==> src/rtl/battle_turn_scheduler.sv <==
// Battle turn sequencer: owns monster/player HP, walks IDLE/MENU/ACT/DODGE/WIN/LOSE, gates the bullet engine.
// Optional macro TURN_ESCALATE_EN: bullet_level climbs per dodge round and shortens later dodges.
module battle_turn_scheduler #(
  parameter int MON_HP_INIT    = 100,
  parameter int PLAYER_HP_INIT = 100,
  parameter int ATK_DMG        = 10,
  parameter int HEAL_AMT       = 20,
  parameter int DODGE_TICKS    = 100
) (
  input  logic       clk,
  input  logic       reset_n,
  input  logic       tick,
  input  logic       key_valid,
  input  logic [7:0] key,
  input  logic       dmg_valid,
  input  logic [7:0] dmg_amt,
  input  logic       heal_valid,
  input  logic [7:0] heal_amt,
  output logic [2:0] phase,
  output logic       menu_sel,
  output logic       bullet_run,
  output logic [7:0] ticks_left,
  output logic [7:0] mon_hp,
  output logic [7:0] player_hp,
  output logic [2:0] bullet_level
);
  localparam logic [7:0] MonInit    = 8'(MON_HP_INIT);
  localparam logic [7:0] PlayerInit = 8'(PLAYER_HP_INIT);
  localparam logic [7:0] AtkDmg     = 8'(ATK_DMG);
  localparam logic [7:0] HealAmt    = 8'(HEAL_AMT);
  localparam logic [7:0] KeyStart   = 8'h73;
  localparam logic [7:0] KeyLeft    = 8'h61;
  localparam logic [7:0] KeyRight   = 8'h64;
  localparam logic [7:0] KeyEnter   = 8'h0D;
  localparam logic [7:0] KeyRestart = 8'h72;

  typedef enum logic [2:0] {
    IDLE  = 3'd0,
    MENU  = 3'd1,
    ACT   = 3'd2,
    DODGE = 3'd3,
    WIN   = 3'd4,
    LOSE  = 3'd5
  } phase_t;

  phase_t     state;
  logic [7:0] dodgeLen;
  logic [7:0] hpAfterDmg;
  logic [7:0] hpAfterHeal;
  logic [7:0] actHeal;
  logic [7:0] monAfterAtk;
  logic [8:0] healSum;
  logic [8:0] actSum;

  assign phase = state;

`ifdef TURN_ESCALATE_EN
  logic [9:0] shrink;
  assign shrink   = {4'b0, bullet_level, 3'b0};
  assign dodgeLen = (10'(DODGE_TICKS) >= shrink + 10'd16) ? 8'(10'(DODGE_TICKS) - shrink) : 8'd16;
`else
  assign dodgeLen = 8'(DODGE_TICKS);
`endif

  // Damage is applied before heal; the heal sees the post-damage HP.
  always_comb begin
    hpAfterDmg = player_hp;
    if (dmg_valid) hpAfterDmg = (dmg_amt >= player_hp) ? '0 : player_hp - dmg_amt;
    healSum     = {1'b0, hpAfterDmg} + {1'b0, heal_amt};
    hpAfterHeal = hpAfterDmg;
    if (heal_valid) hpAfterHeal = (healSum > {1'b0, PlayerInit}) ? PlayerInit : healSum[7:0];
    actSum      = {1'b0, player_hp} + {1'b0, HealAmt};
    actHeal     = (actSum > {1'b0, PlayerInit}) ? PlayerInit : actSum[7:0];
    monAfterAtk = (mon_hp <= AtkDmg) ? '0 : mon_hp - AtkDmg;
  end

  always_ff @(posedge clk or negedge reset_n) begin
    if (!reset_n) begin
      state        <= IDLE;
      menu_sel     <= 1'b0;
      bullet_run   <= 1'b0;
      ticks_left   <= '0;
      mon_hp       <= MonInit;
      player_hp    <= PlayerInit;
      bullet_level <= '0;
    end else begin
      case (state)
        IDLE: if (key_valid && key == KeyStart) state <= MENU;
        MENU: begin
          if (key_valid) begin
            if (key == KeyLeft)       menu_sel <= 1'b0;
            else if (key == KeyRight) menu_sel <= 1'b1;
            else if (key == KeyEnter) state    <= ACT;
          end
        end
        ACT: begin
          if (!menu_sel) mon_hp    <= monAfterAtk;
          else           player_hp <= actHeal;
          if (!menu_sel && monAfterAtk == '0) begin
            state <= WIN;
          end else begin
            state      <= DODGE;
            ticks_left <= dodgeLen;
            bullet_run <= 1'b1;
          end
        end
        DODGE: begin
          // A lethal hit wins over a same-cycle timeout and swallows any heal.
          if (hpAfterDmg == '0) begin
            player_hp  <= '0;
            state      <= LOSE;
            bullet_run <= 1'b0;
            ticks_left <= '0;
          end else begin
            player_hp <= hpAfterHeal;
            if (tick) begin
              if (ticks_left <= 8'd1) begin
                ticks_left <= '0;
                bullet_run <= 1'b0;
                state      <= MENU;
`ifdef TURN_ESCALATE_EN
                if (bullet_level != 3'd7) bullet_level <= bullet_level + 3'd1;
`endif
              end else begin
                ticks_left <= ticks_left - 8'd1;
              end
            end
          end
        end
        WIN, LOSE: begin
          bullet_run <= 1'b0;
          if (key_valid && key == KeyRestart) begin
            state        <= IDLE;
            mon_hp       <= MonInit;
            player_hp    <= PlayerInit;
            menu_sel     <= 1'b0;
            bullet_level <= '0;
            ticks_left   <= '0;
          end
        end
        default: begin
          state      <= IDLE;
          bullet_run <= 1'b0;
        end
      endcase
    end
  end
endmodule

==> config.mk <==
export PLATFORM = sky130hd
export DESIGN_NAME = battle_turn_scheduler
export DESIGN_NICKNAME = d
export VERILOG_FILES = /design/src/rtl/battle_turn_scheduler.sv
export SDC_FILE = /design/constraint.sdc
export NUM_CORES = 1
export LEC_CHECK = 0
export ABC_CLOCK_PERIOD_IN_PS = 4200
export BUFFER_PORTS_ARGS = -buffer_cell sky130_fd_sc_hd__buf_2
export CORE_MARGIN = 1.5
export CORE_UTILIZATION = 25
export CTS_CLUSTER_DIAMETER = 80
export CTS_CLUSTER_SIZE = 14
export DETAILED_ROUTE_END_ITERATION = 12
export PLACE_DENSITY = 0.43
export SLEW_MARGIN = 10
export SYNTH_ARGS = -nofsm -noshare
export SYNTH_HDL_FRONTEND = slang
export SYNTH_SLANG_ARGS = --single-unit
==> constraint.sdc <==
create_clock -name clk -period 4.2 [get_ports clk]
set_input_delay 0.84 -clock clk [delete_from_list [all_inputs] [get_ports clk]]
set_output_delay 0.84 -clock clk [all_outputs]
set_load 0.01 [all_outputs]
Yosys cells after proc, flatten, opt, wreduce, memory -nomap -nowiden

Cells that the tools add are included.

Output and inout port bits: 32
Register bits: 29
Input port bits: 30
Word-level logic and storage cells: 96

Muxes and demuxes: 39
$add $sub $neg: 5
Reduce and logical (&&, ||, !) cells: 18
Equal/unequal tests: 22
Bitwise logic cells: 1
$lt $le $gt $ge: 5

Operators with widths:

| kind                                                            | count |
|---|---|
| two-way mux 8 bit                                               | 15 |
| case mux 8 bit (3 select lines)                                 | 2 |
| equality test 8 x 7 -> 1 bit (second input constant)            | 4 |
| two-way mux 3 bit                                               | 10 |
| greater-than comparator 9 x 7 -> 1 bit (second input constant)  | 2 |
| inequality test 2 bit (second input constant)                   | 9 |
| zero test 8 bit                                                 | 2 |
| case mux 8 bit (2 select lines)                                 | 1 |
| case mux 3 bit (5 select lines)                                 | 1 |
| AND reduction 4 bit                                             | 3 |
| adder 8 x 5 -> 9 bit (second input constant)                    | 1 |
| adder 8 x 8 -> 9 bit                                            | 1 |
| inequality test 3 bit (second input constant)                   | 3 |
| equality test 8 x 4 -> 1 bit (second input constant)            | 1 |
| >= comparator 8 bit                                             | 1 |
| less-or-equal comparator 8 x 1 -> 1 bit (second input constant) | 1 |
| less-or-equal comparator 8 x 4 -> 1 bit (second input constant) | 1 |
| two-way mux 1 bit                                               | 8 |
| AND reduction 8 bit                                             | 1 |
| subtractor 8 x 1 -> 8 bit (second input constant)               | 1 |
| subtractor 8 x 4 -> 8 bit (second input constant)               | 1 |
| subtractor 8 bit                                                | 1 |
| equality test 3 x 2 -> 1 bit (second input constant)            | 2 |
| equality test 3 bit (second input constant)                     | 2 |
| other kinds (11)                                                | 16 |

Depth between registers and ports, before layout

Gate-level depths: netlist of run 1.

Depth in word-level cells: 9
Gate-level depth with buffers: 19
Depth with buffers taken out: 18

Worst setup path after synthesis of run 1

OpenSTA, ideal clock, no wires.

Path kind: input-to-reg
Start point: input port dmg_amt[0]
End point: register player_hp[4]
Setup time: 0.126 ns
Path slack: -0.239 ns
Path buffers: 1
Stages: 18
Required time: 4.074 ns
Arrival: 4.313 ns
Path through: ha_1 inv_1 fa_1 a211oi_1 nor3_1 o221ai_1 buf_2 o22ai_1 ha_1 fa_1 a211oi_1 nor2_1 a21boi_0 xnor2_1 and2_1 a21o_1 o21ai_0 a221o_1

Word-level cells in the longest chain between the ends: 9
Elaborated cells on any way between the ends: 11
Those cells by class: 2 x add/sub; 2 x order compare; 6 x mux; 1 x reduce/logical

RTL lines:

| what                                                           | RTL line | source |
|---|---|---|
| start, declared                                                | 16       | `input logic [7:0] dmg_amt,` |
| subtractor 8 bit / >= comparator 8 bit (equally long branches) | 68       | `if (dmg_valid) hpAfterDmg = (dmg_amt >= player_hp) ? '0 : player_hp - dmg_amt;` |
| two-way mux 8 bit (*) (2 in a row)                             | 68       |  |
| adder 8 x 8 -> 9 bit                                           | 69       | `healSum = {1'b0, hpAfterDmg} + {1'b0, heal_amt};` |
| greater-than comparator 9 x 7 -> 1 bit                         | 71       | `if (heal_valid) hpAfterHeal = (healSum > {1'b0, PlayerInit}) ? PlayerInit : healSum[7:0];` |
| two-way mux 8 bit (2 in a row)                                 | 71       |  |
| two-way mux 8 bit (*)                                          | 109      | `if (hpAfterDmg == '0) begin` |
| case mux 8 bit (3 select lines) (*)                            | 87       | `case (state)` |
| end signal, assigned                                           | 84       | `player_hp <= PlayerInit;` |
| end signal, assigned                                           | 98       | `else player_hp <= actHeal;` |
| end signal, assigned                                           | 115      | `player_hp <= hpAfterHeal;` |
| end, declared                                                  | 24       | `output logic [7:0] player_hp,` |

Every way passes the cells marked *; elsewhere a longest branch is shown, timed or not.
A chain may end at the register's enable or synchronous reset.

Worst setup path in the final report of run 1

Same ends and word-level chain as after synthesis.

==> flow_summary.json, run 1 <==
{
  "placementRows": 40,
  "detail_route.wl_per_cell_um": 15.8,
  "fill_cells": 1242,
  "die_y_um": 113,
  "finalWirelength_um": 10000,
  "ys_top_cells_by_count": "nor2_1, o21ai_0, inv_1, nand2_1, dfrtp_1",
  "fin_crit_sh_pct": 98.5,
  "track_usage_pct": 15.3,
  "first_iter_violations": 157,
  "grt_max_degree": 30,
  "timing.critical_path.slowest_stage_cell": "fa_2",
  "p_leak_nw": 1.89,
  "report.final.slew_viol_count": 0,
  "clk_path_buf_depth": 2,
  "pwr_density_cell_mw_per_mm2": 270,
  "drive_above_1_share_pct": 36.1,
  "post_synth_instance_area_mm2": 0.00305,
  "synth_top_area_share_pct": 18.9,
  "cp-start-kind": "input port",
  "gpl.final_weighted_congestion": 0.831,
  "synth_top_flop_cell": "dfrtp_1",
  "cts-hold-fix-buffers": 0,
  "achievable-frequency_ghz": 0.242,
  "holdCritPathClass": "reg2reg",
  "worstRegToRegCells": 19,
  "clkSinkCount": 29,
  "antenna-diode-count": 0,
  "drt_drc_violations_left": 0,
  "via_count": 3307,
  "cap_viol_max_count": 0,
  "cts_h_tree_depth": 2,
  "drt-pass1-iter-count": 4,
  "synth-seq-cells": 29,
  "pin_count": 62,
  "die-area_mm2": 0.0129,
  "totalPowerFinal_mw": 1.15,
  "dpl.cell_count": 618,
  "synth-edff-count": 0,
  "ys_types": 75,
  "num-nets-final": 541,
  "ys.warnings.count": 0,
  "seq_area_frac_synth_pct": 24.0,
  "portBuffers": 58,
  "synth_area_leader_cell": "dfrtp_1",
  "finalHoldViolations": 0,
  "worst_pin_slew_ps": 765,
  "final_util_pct": 35.4,
  "timing_worst_setup_path_type": "in2reg",
  "cts_tree": "done",
  "final_critical_period_ps": 4140,
  "global_route.overflow_total": 0,
  "area.growth.synth_to_final_pct": 39.1,
  "cp_data_arrival_time_ps": 4280,
  "setup-tns-final_ps": 0,
  "crit_path_cell_trace": "buf_6, ha_4, inv_2, fa_2, a211oi_4, nor3_2, o221ai_2, buf_4, buf_8, inv_2, a32o_2, ha_4, buf_6, a21oi_4, o21a_1, o211ai_1, a21o_1, o21ai_1, a221o_1",
  "critical_path.max_fanout": 6,
  "clock-root-buffer": "clkbuf_16",
  "die_x_um": 113,
  "ff2ff_setup_slack_ps": 160,
  "hold_depth": 1,
  "grt_antenna_before_repair": 0,
  "mean_cell_area_of_the_mapped_netlist_um2": 7.90,
  "clk_transition_reported_paths_ps": 50,
  "postSynthCellCount": 386,
  "floorplan.core_area_mm2": 0.0120,
  "post_layout_nonfiller_instances": 635,
  "cts_buffers": 5,
  "grt_setup_unrepaired": "yes",
  "detailedPlacementHpwl_um": 7650,
  "starting_density_of_the_core_pct": 25.5,
  "grt_pass1_vias": 3294,
  "grt_pass1_wl_um": 15900,
  "routed_via_density": 5.21,
  "route.antenna.remaining_nets": 0,
  "final_setup_viols": 0,
  "synth.top_cells.by_area": "dfrtp_1, ha_1, o21ai_0",
  "slew_headroom_pct": 49.0,
  "postSynth.asyncResetShare_pct": 100,
  "status": "completed",
  "end_kind": "register",
  "power.ir.vdd_worst_v": 0.000172,
  "clock-skew-final_ps": 8.60,
  "data_required_time_of_the_worst_path_ps": 4350,
  "clock_insertion_delay_worst_skew_ps": 270,
  "worst_path_largest_cell_delay_ps": 410
}
-- power by group --
part           switching, mW  internal (mW)
Combinational          0.211          0.183
Sequential            0.0272          0.299
Clock                  0.130          0.296
Total                  0.369          0.778
-- logic make-up (layout without fill, tap and decap cells) --
group / count (synthesis) / in the layout / synth area share [%]
buffers and inverters: 47 / 147 / 6.73
adders and majority gates: 24 / 24 / 10.3
and+or+nand+nor: 135 / 135 / 24.1
muxes: 2 / 2 / 0.698
DFF: 29 / 29 / 24.0
xor gates and xnor gates: 11 / 11 / 3.16
other: 1 / 3 / 0.123
AOI/OAI and AO/OA: 137 / 137 / 30.8
-- final timing paths --
check                                     startpoint                        end
setup reg to reg            player_hp[0]$_DFFE_PN0P_   player_hp[4]$_DFFE_PN0P_
min in group asynchronous                    reset_n       phase[1]$_DFFE_PN0P_
setup / recovery                          dmg_amt[0]   player_hp[4]$_DFFE_PN0P_
max in group asynchronous                    reset_n     bullet_run$_DFFE_PN0P_
hold / removal             ticks_left[6]$_DFFE_PN0P_  ticks_left[6]$_DFFE_PN0P_
hold reg to reg            ticks_left[6]$_DFFE_PN0P_  ticks_left[6]$_DFFE_PN0P_
-- layer usage --
metal	vias up	wire length, um	track usage, %
li1	1630	-	-
met4	0	78	3.42
met5	-	0	0
met3	6	334	2.13
met2	83	4980	26.9
met1	1588	4650	19.9
-- layout by cell type (no fill, tap or decap), types with 5 or more instances in the layout --
cell / instances
a21oi_1: 19
dfstp_2: 6
ha_1: 17
clkbuf_16: 5
nand2_1: 28
dfrtp_1: 23
o22ai_1: 8
nor2b_1: 6
and2_1: 5
xnor2_1: 6
nor3_1: 9
a21o_1: 7
inv_1: 26
nor2_1: 31
nand3_1: 9
o21ai_0: 29
nand4_1: 9
buf_4: 51
o21a_1: 5
buf_2: 57
nand2b_1: 8
-- metrics by stage --
step                cell area, um2  hold slack [ps]  worst slack [ps]
finish                        4240              539              64.4
global route                  4240              573             -95.7
CTS                           3950              551              50.9
detailed placement            3770              531              -214
global placement              3770              524              -122
floorplan                     3070              536              33.0
-- critical path: cells and delay by family --
kind                     cells  cell delay (ps)
AO/OA/AOI/OAI                9             2030
adder cells (fa/ha/maj)      3              820
buffers and inverters        6              530
AND/OR/NAND/NOR              1               70
-- layout make-up --
cell class	instances	area, um2	area share [%]
inverters	28	105	2.48
clock buffers	6	139	3.28
clock inverters	2	37.5	0.885
multi-input cells	312	2340	55.1
flip-flops and latches	29	733	17.3
well taps	147	184	4.34
repair buffers	111	706	16.6
-- repair_timing --
item,4_1_cts,5_1_grt
setup buffers,0,9
setup endpoints to repair,0,7
resized for setup,0,44
-- state kept, by name, indices dropped and copies added, names as in the netlist --
name	count
mon_hp	8
ticks_left	8
bullet_run	1
phase	3
menu_sel	1
player_hp	8
No activity file was read; power rests on OpenSTA's default activity.
==> run 2, diff against run 1 <==
--- a/config.mk
+++ b/config.mk
@@ -6,7 +6,7 @@
 export NUM_CORES = 1
 export LEC_CHECK = 0
 export ABC_CLOCK_PERIOD_IN_PS = 4200
-export BUFFER_PORTS_ARGS = -buffer_cell sky130_fd_sc_hd__buf_2
+export BUFFER_PORTS_ARGS = -buffer_cell sky130_fd_sc_hd__buf_4
 export CORE_MARGIN = 1.5
 export CORE_UTILIZATION = 25
 export CTS_CLUSTER_DIAMETER = 80
==> flow_summary.json, run 2 (synthesized netlist as in run 1, its figures left out) <==
{
  "final_critical_period_ps": 4030,
  "grt_antenna_before_repair": 0,
  "route.antenna.remaining_nets": 0,
  "cts_buffers": 5,
  "via_count": 3253,
  "ff2ff_setup_slack_ps": 330,
  "cap_viol_max_count": 0,
  "p_leak_nw": 1.82,
  "cts_tree": "done",
  "use_met1_pct": 19.6,
  "end_kind": "register",
  "worstRegToRegCells": 19,
  "cts-hold-fix-buffers": 0,
  "area.sequential_um2": 733,
  "gpl.final_weighted_congestion": 0.789,
  "num-nets-final": 530,
  "clk_transition_reported_paths_ps": 60,
  "timing_worst_setup_path_type": "in2reg",
  "cp_data_arrival_time_ps": 4190,
  "layout_commonest_cell": "buf_4",
  "report.final.slew_viol_count": 0,
  "slew_headroom_pct": 57.4,
  "pin_count": 62,
  "data_required_time_of_the_worst_path_ps": 4360,
  "grt_pass1_vias": 3177,
  "antenna-diode-count": 0,
  "die_y_um": 113,
  "first_iter_violations": 127,
  "global_route.overflow_total": 0,
  "routed_via_density": 5.21,
  "cp-start-kind": "input port",
  "grt_pass1_wl_um": 15900,
  "pwr_density_cell_mw_per_mm2": 255,
  "track_usage_pct": 15.5,
  "final_setup_viols": 0,
  "clock-root-buffer": "clkbuf_16",
  "portBuffers": 58,
  "finalHoldViolations": 0,
  "cts_h_tree_depth": 2,
  "totalPowerFinal_mw": 1.05,
  "global_route.usage.met2_pct": 27.6,
  "critical_path.max_fanout": 4,
  "final_cell_mix": "buf_4, nor2_1, o21ai_0",
  "holdCritPathClass": "in2async",
  "power.ir.vdd_worst_v": 0.000159,
  "worstSetupEndpoint": "player_hp[4]$_DFFE_PN0P_",
  "placementRows": 40,
  "clock-skew-final_ps": 9.89,
  "die_x_um": 113,
  "clk_path_buf_depth": 2,
  "achievable-frequency_ghz": 0.248,
  "groute.layer.met3.usage_pct": 2.28,
  "setup-tns-final_ps": 0,
  "status": "completed",
  "global_route.peak_usage_layer": "met2",
  "die-area_mm2": 0.0129,
  "detail_route.wl_per_cell_um": 16.0,
  "drt_drc_violations_left": 0,
  "top_regs": "mon_hp x8, player_hp x8, ticks_left x8",
  "grt_max_degree": 30,
  "detailedPlacementHpwl_um": 7840,
  "fin_crit_sh_pct": 95.9,
  "crit-reg2reg-launch": "player_hp[0]$_DFFE_PN0P_",
  "worstSetupStartpoint": "dmg_amt[0]",
  "starting_density_of_the_core_pct": 25.5,
  "drive_above_1_share_pct": 30.6,
  "worst_pin_slew_ps": 634,
  "floorplan.core_area_mm2": 0.0120,
  "clkSinkCount": 29,
  "area.growth.synth_to_final_pct": 34.4,
  "drt-pass1-iter-count": 4,
  "finalWirelength_um": 9990,
  "clock_insertion_delay_worst_skew_ps": 280,
  "fill_cells": 1267,
  "multi_input_area_mm2": 0.00218,
  "timing.rr.end": "player_hp[4]$_DFFE_PN0P_"
}
-- run 2: worst min path at each step --
stage | startpoint | end
floorplan | reset_n | bullet_run$_DFFE_PN0P_
global placement | ticks_left[6]$_DFFE_PN0P_ | ticks_left[6]$_DFFE_PN0P_
detailed placement | ticks_left[6]$_DFFE_PN0P_ | ticks_left[6]$_DFFE_PN0P_
CTS | reset_n | mon_hp[3]$_DFFE_PN0P_
global route | reset_n | mon_hp[3]$_DFFE_PN0P_
finish | reset_n | menu_sel$_DFFE_PN0P_
-- run 2: routing by layer --
layer,up-vias,wire length (um)
li1,1615,-
met1,1576,4490
met2,56,5090
met3,6,337
met4,0,73
met5,-,0
-- run 2: timing repair --
item | in CTS | in global routing
buffers inserted | 0 | 3
resized for setup | 0 | 10
setup endpoints to repair | 0 | 7
-- run 2: final cells by class --
cell class              count  area share (%)
flip-flops and latches     29            17.9
repair buffers            100            18.3
clock inverters             3           0.550
multi-input cells         312            53.1
clock buffers               5            3.05
inverters                  28            2.56
well taps                 147            4.49
-- run 2: critical path, stage by stage --
cell      delay, ps
buf_4            80
ha_2            170
inv_1            50
fa_2            340
a211oi_2        280
nor3_2           80
o221ai_2        220
buf_4           180
inv_1            40
a32o_2          300
ha_4            280
o21ai_0          80
nor2_1          190
a21boi_1        110
xnor2_1         200
and2_1          170
a21o_1          170
o21ai_1          80
a221o_1         350
-- run 2: per-stage QoR --
stage / hold WS, ps / area, um2 / setup WS (ps) / std cells / utilization (%)
finish: 508 / 4100 / 174 / 624 / 34.3
floorplan: 536 / 3070 / 33.0 / 388 / -
CTS: 522 / 4030 / 64.3 / 621 / 33.7
detailed placement: 527 / 3880 / -213 / 613 / 32.4
global route: 532 / 4100 / -49.8 / 624 / 34.3
global placement: 532 / 3880 / -111 / 613 / 32.4
-- run 2: power by group --
part / switching (mW) / internal, mW / total, mW
Clock: 0.143 / 0.219 / 0.362
Combinational: 0.187 / 0.169 / 0.357
Sequential: 0.0279 / 0.299 / 0.327
Total: 0.358 / 0.688 / 1.05
==> run 3, diff against run 2 <==
--- a/config.mk
+++ b/config.mk
@@ -12,7 +12,7 @@
 export CTS_CLUSTER_DIAMETER = 80
 export CTS_CLUSTER_SIZE = 14
 export DETAILED_ROUTE_END_ITERATION = 12
-export PLACE_DENSITY = 0.43
+export PLACE_DENSITY = 0.51
 export SLEW_MARGIN = 10
 export SYNTH_ARGS = -nofsm -noshare
 export SYNTH_HDL_FRONTEND = slang
==> flow_summary.json, run 3 (synthesized netlist as in run 1, its figures left out) <==
{
  "achievable-frequency_ghz": 0.251,
  "final_cell_mix": "buf_4, nor2_1, o21ai_0",
  "finalHoldViolations": 0,
  "report.final.slew_viol_count": 0,
  "end_kind": "register",
  "cts-hold-fix-buffers": 0,
  "final_setup_viols": 0,
  "slew_headroom_pct": 59.5,
  "grt_pass1_wl_um": 15200,
  "crit-reg2reg-launch": "player_hp[0]$_DFFE_PN0P_",
  "post-route-cell-area_mm2": 0.00401,
  "timing_worst_setup_path_type": "in2reg",
  "clock_insertion_delay_worst_skew_ps": 280,
  "routed_via_density": 5.27,
  "finalWorstSetupSlack_ps": 214,
  "p_leak_nw": 1.80,
  "die_y_um": 113,
  "cp_data_arrival_time_ps": 4200,
  "clock-root-buffer": "clkbuf_16",
  "antenna-diode-count": 0,
  "cp-start-kind": "input port",
  "detail_route.wl_per_cell_um": 15.4,
  "dpl.cell_count": 609,
  "pin_count": 62,
  "via_count": 3250,
  "top_regs": "mon_hp x8, player_hp x8, ticks_left x8",
  "floorplan.core_area_mm2": 0.0120,
  "cts_buffers": 5,
  "timing.rr.end": "player_hp[4]$_DFFE_PN0P_",
  "cap_viol_max_count": 0,
  "layout_commonest_cell": "buf_4",
  "grt_antenna_before_repair": 0,
  "clk_transition_reported_paths_ps": 60,
  "worstRegToRegCells": 18,
  "track_usage_pct": 14.6,
  "clkSinkCount": 29,
  "postCtsSetupRepairBufs": 0,
  "detailedPlace.worstSlack_ps": -143,
  "status": "completed",
  "cts_h_tree_depth": 2,
  "post_layout_nonfiller_instances": 617,
  "die_x_um": 113,
  "cts_tree": "done",
  "dpl_cell_area_mm2": 0.00385,
  "clock-skew-final_ps": 10.5,
  "worst_pin_slew_ps": 603,
  "finalWirelength_um": 9500,
  "fin_crit_sh_pct": 94.9,
  "ff2ff_setup_slack_ps": 290,
  "drt-pass1-iter-count": 5,
  "grt_max_degree": 30,
  "drive_above_1_share_pct": 28.1,
  "final_critical_period_ps": 3990,
  "cts_resized": 0,
  "global_route.overflow_total": 0,
  "holdCritPathClass": "in2async",
  "gpl.final_weighted_congestion": 0.815,
  "final_util_pct": 33.5,
  "area.growth.synth_to_final_pct": 31.6,
  "placementRows": 40,
  "num-nets-final": 523,
  "setup-tns-final_ps": 0,
  "starting_density_of_the_core_pct": 25.5,
  "route.antenna.remaining_nets": 0,
  "portBuffers": 58,
  "drt_drc_violations_left": 0,
  "first_iter_violations": 204,
  "pwr_density_cell_mw_per_mm2": 259,
  "power.ir.vdd_worst_v": 0.000136,
  "critical_path.max_fanout": 4,
  "detailedPlacementHpwl_um": 7570,
  "clk_path_buf_depth": 2,
  "grt_pass1_vias": 3088,
  "die-area_mm2": 0.0129,
  "data_required_time_of_the_worst_path_ps": 4420
}
==> run 3: cell type report <==
| type | instances | area (um2) |
|---|---|---|
| fillers | 1279 | 7950 |
| multi-input cells | 312 | 2140 |
| flip-flops and latches | 29 | 733 |
| repair buffers | 93 | 698 |
| well taps | 147 | 184 |
| clock buffers | 6 | 139 |
| inverters | 28 | 105 |
| clock inverters | 2 | 13.8 |
==> run 3: per-stage QoR <==
stage	power, mW	hold WS, ps
after global placement	0.670	508
after CTS	1.05	516
after floorplan	0.525	536
after global routing	1.10	540
final	1.04	505
after detailed placement	0.674	514
==> run 3: how the worst max path moves through the flow <==
| stage | start | end | slack (ps) | depth (start not counted) |
|---|---|---|---|---|
| floorplan | dmg_amt[0] | player_hp[4]$_DFFE_PN0P_ | 30 | 18 |
| finish | dmg_amt[0] | player_hp[4]$_DFFE_PN0P_ | 210 | 18 |
| global placement | dmg_amt[0] | player_hp[4]$_DFFE_PN0P_ | -110 | 18 |
| CTS | dmg_amt[0] | player_hp[4]$_DFFE_PN0P_ | 130 | 18 |
| global route | dmg_amt[0] | player_hp[4]$_DFFE_PN0P_ | -30 | 17 |
| detailed placement | dmg_amt[0] | player_hp[4]$_DFFE_PN0P_ | -140 | 18 |
==> run 3: where the power goes <==
part           switching (mW)  internal [mW]
clock                   0.134          0.235
sequential             0.0273          0.299
combinational           0.183          0.162
total                   0.344          0.697
==> run 3: routing by layer <==
metal / track usage, % / share of wire [%] / vias up
met2: 25.5 / 50 / 95
met1: 18.5 / 44 / 1556
li1: - / - / 1589
met4: 4.58 / 1.6 / 0
met3: 2.28 / 4.6 / 10
met5: 0 / 0 / -
==> run 3: critical path: stages <==
cell,delay [ps]
buf_4,80
ha_1,160
inv_1,50
fa_2,350
a211oi_2,230
nor3_1,90
o221ai_2,190
o22ai_1,160
ha_1,230
fa_2,360
buf_4,150
a21o_1,150
a21oi_1,160
xor2_1,280
nand3_1,120
a21o_1,220
o21ai_0,210
a221o_1,180
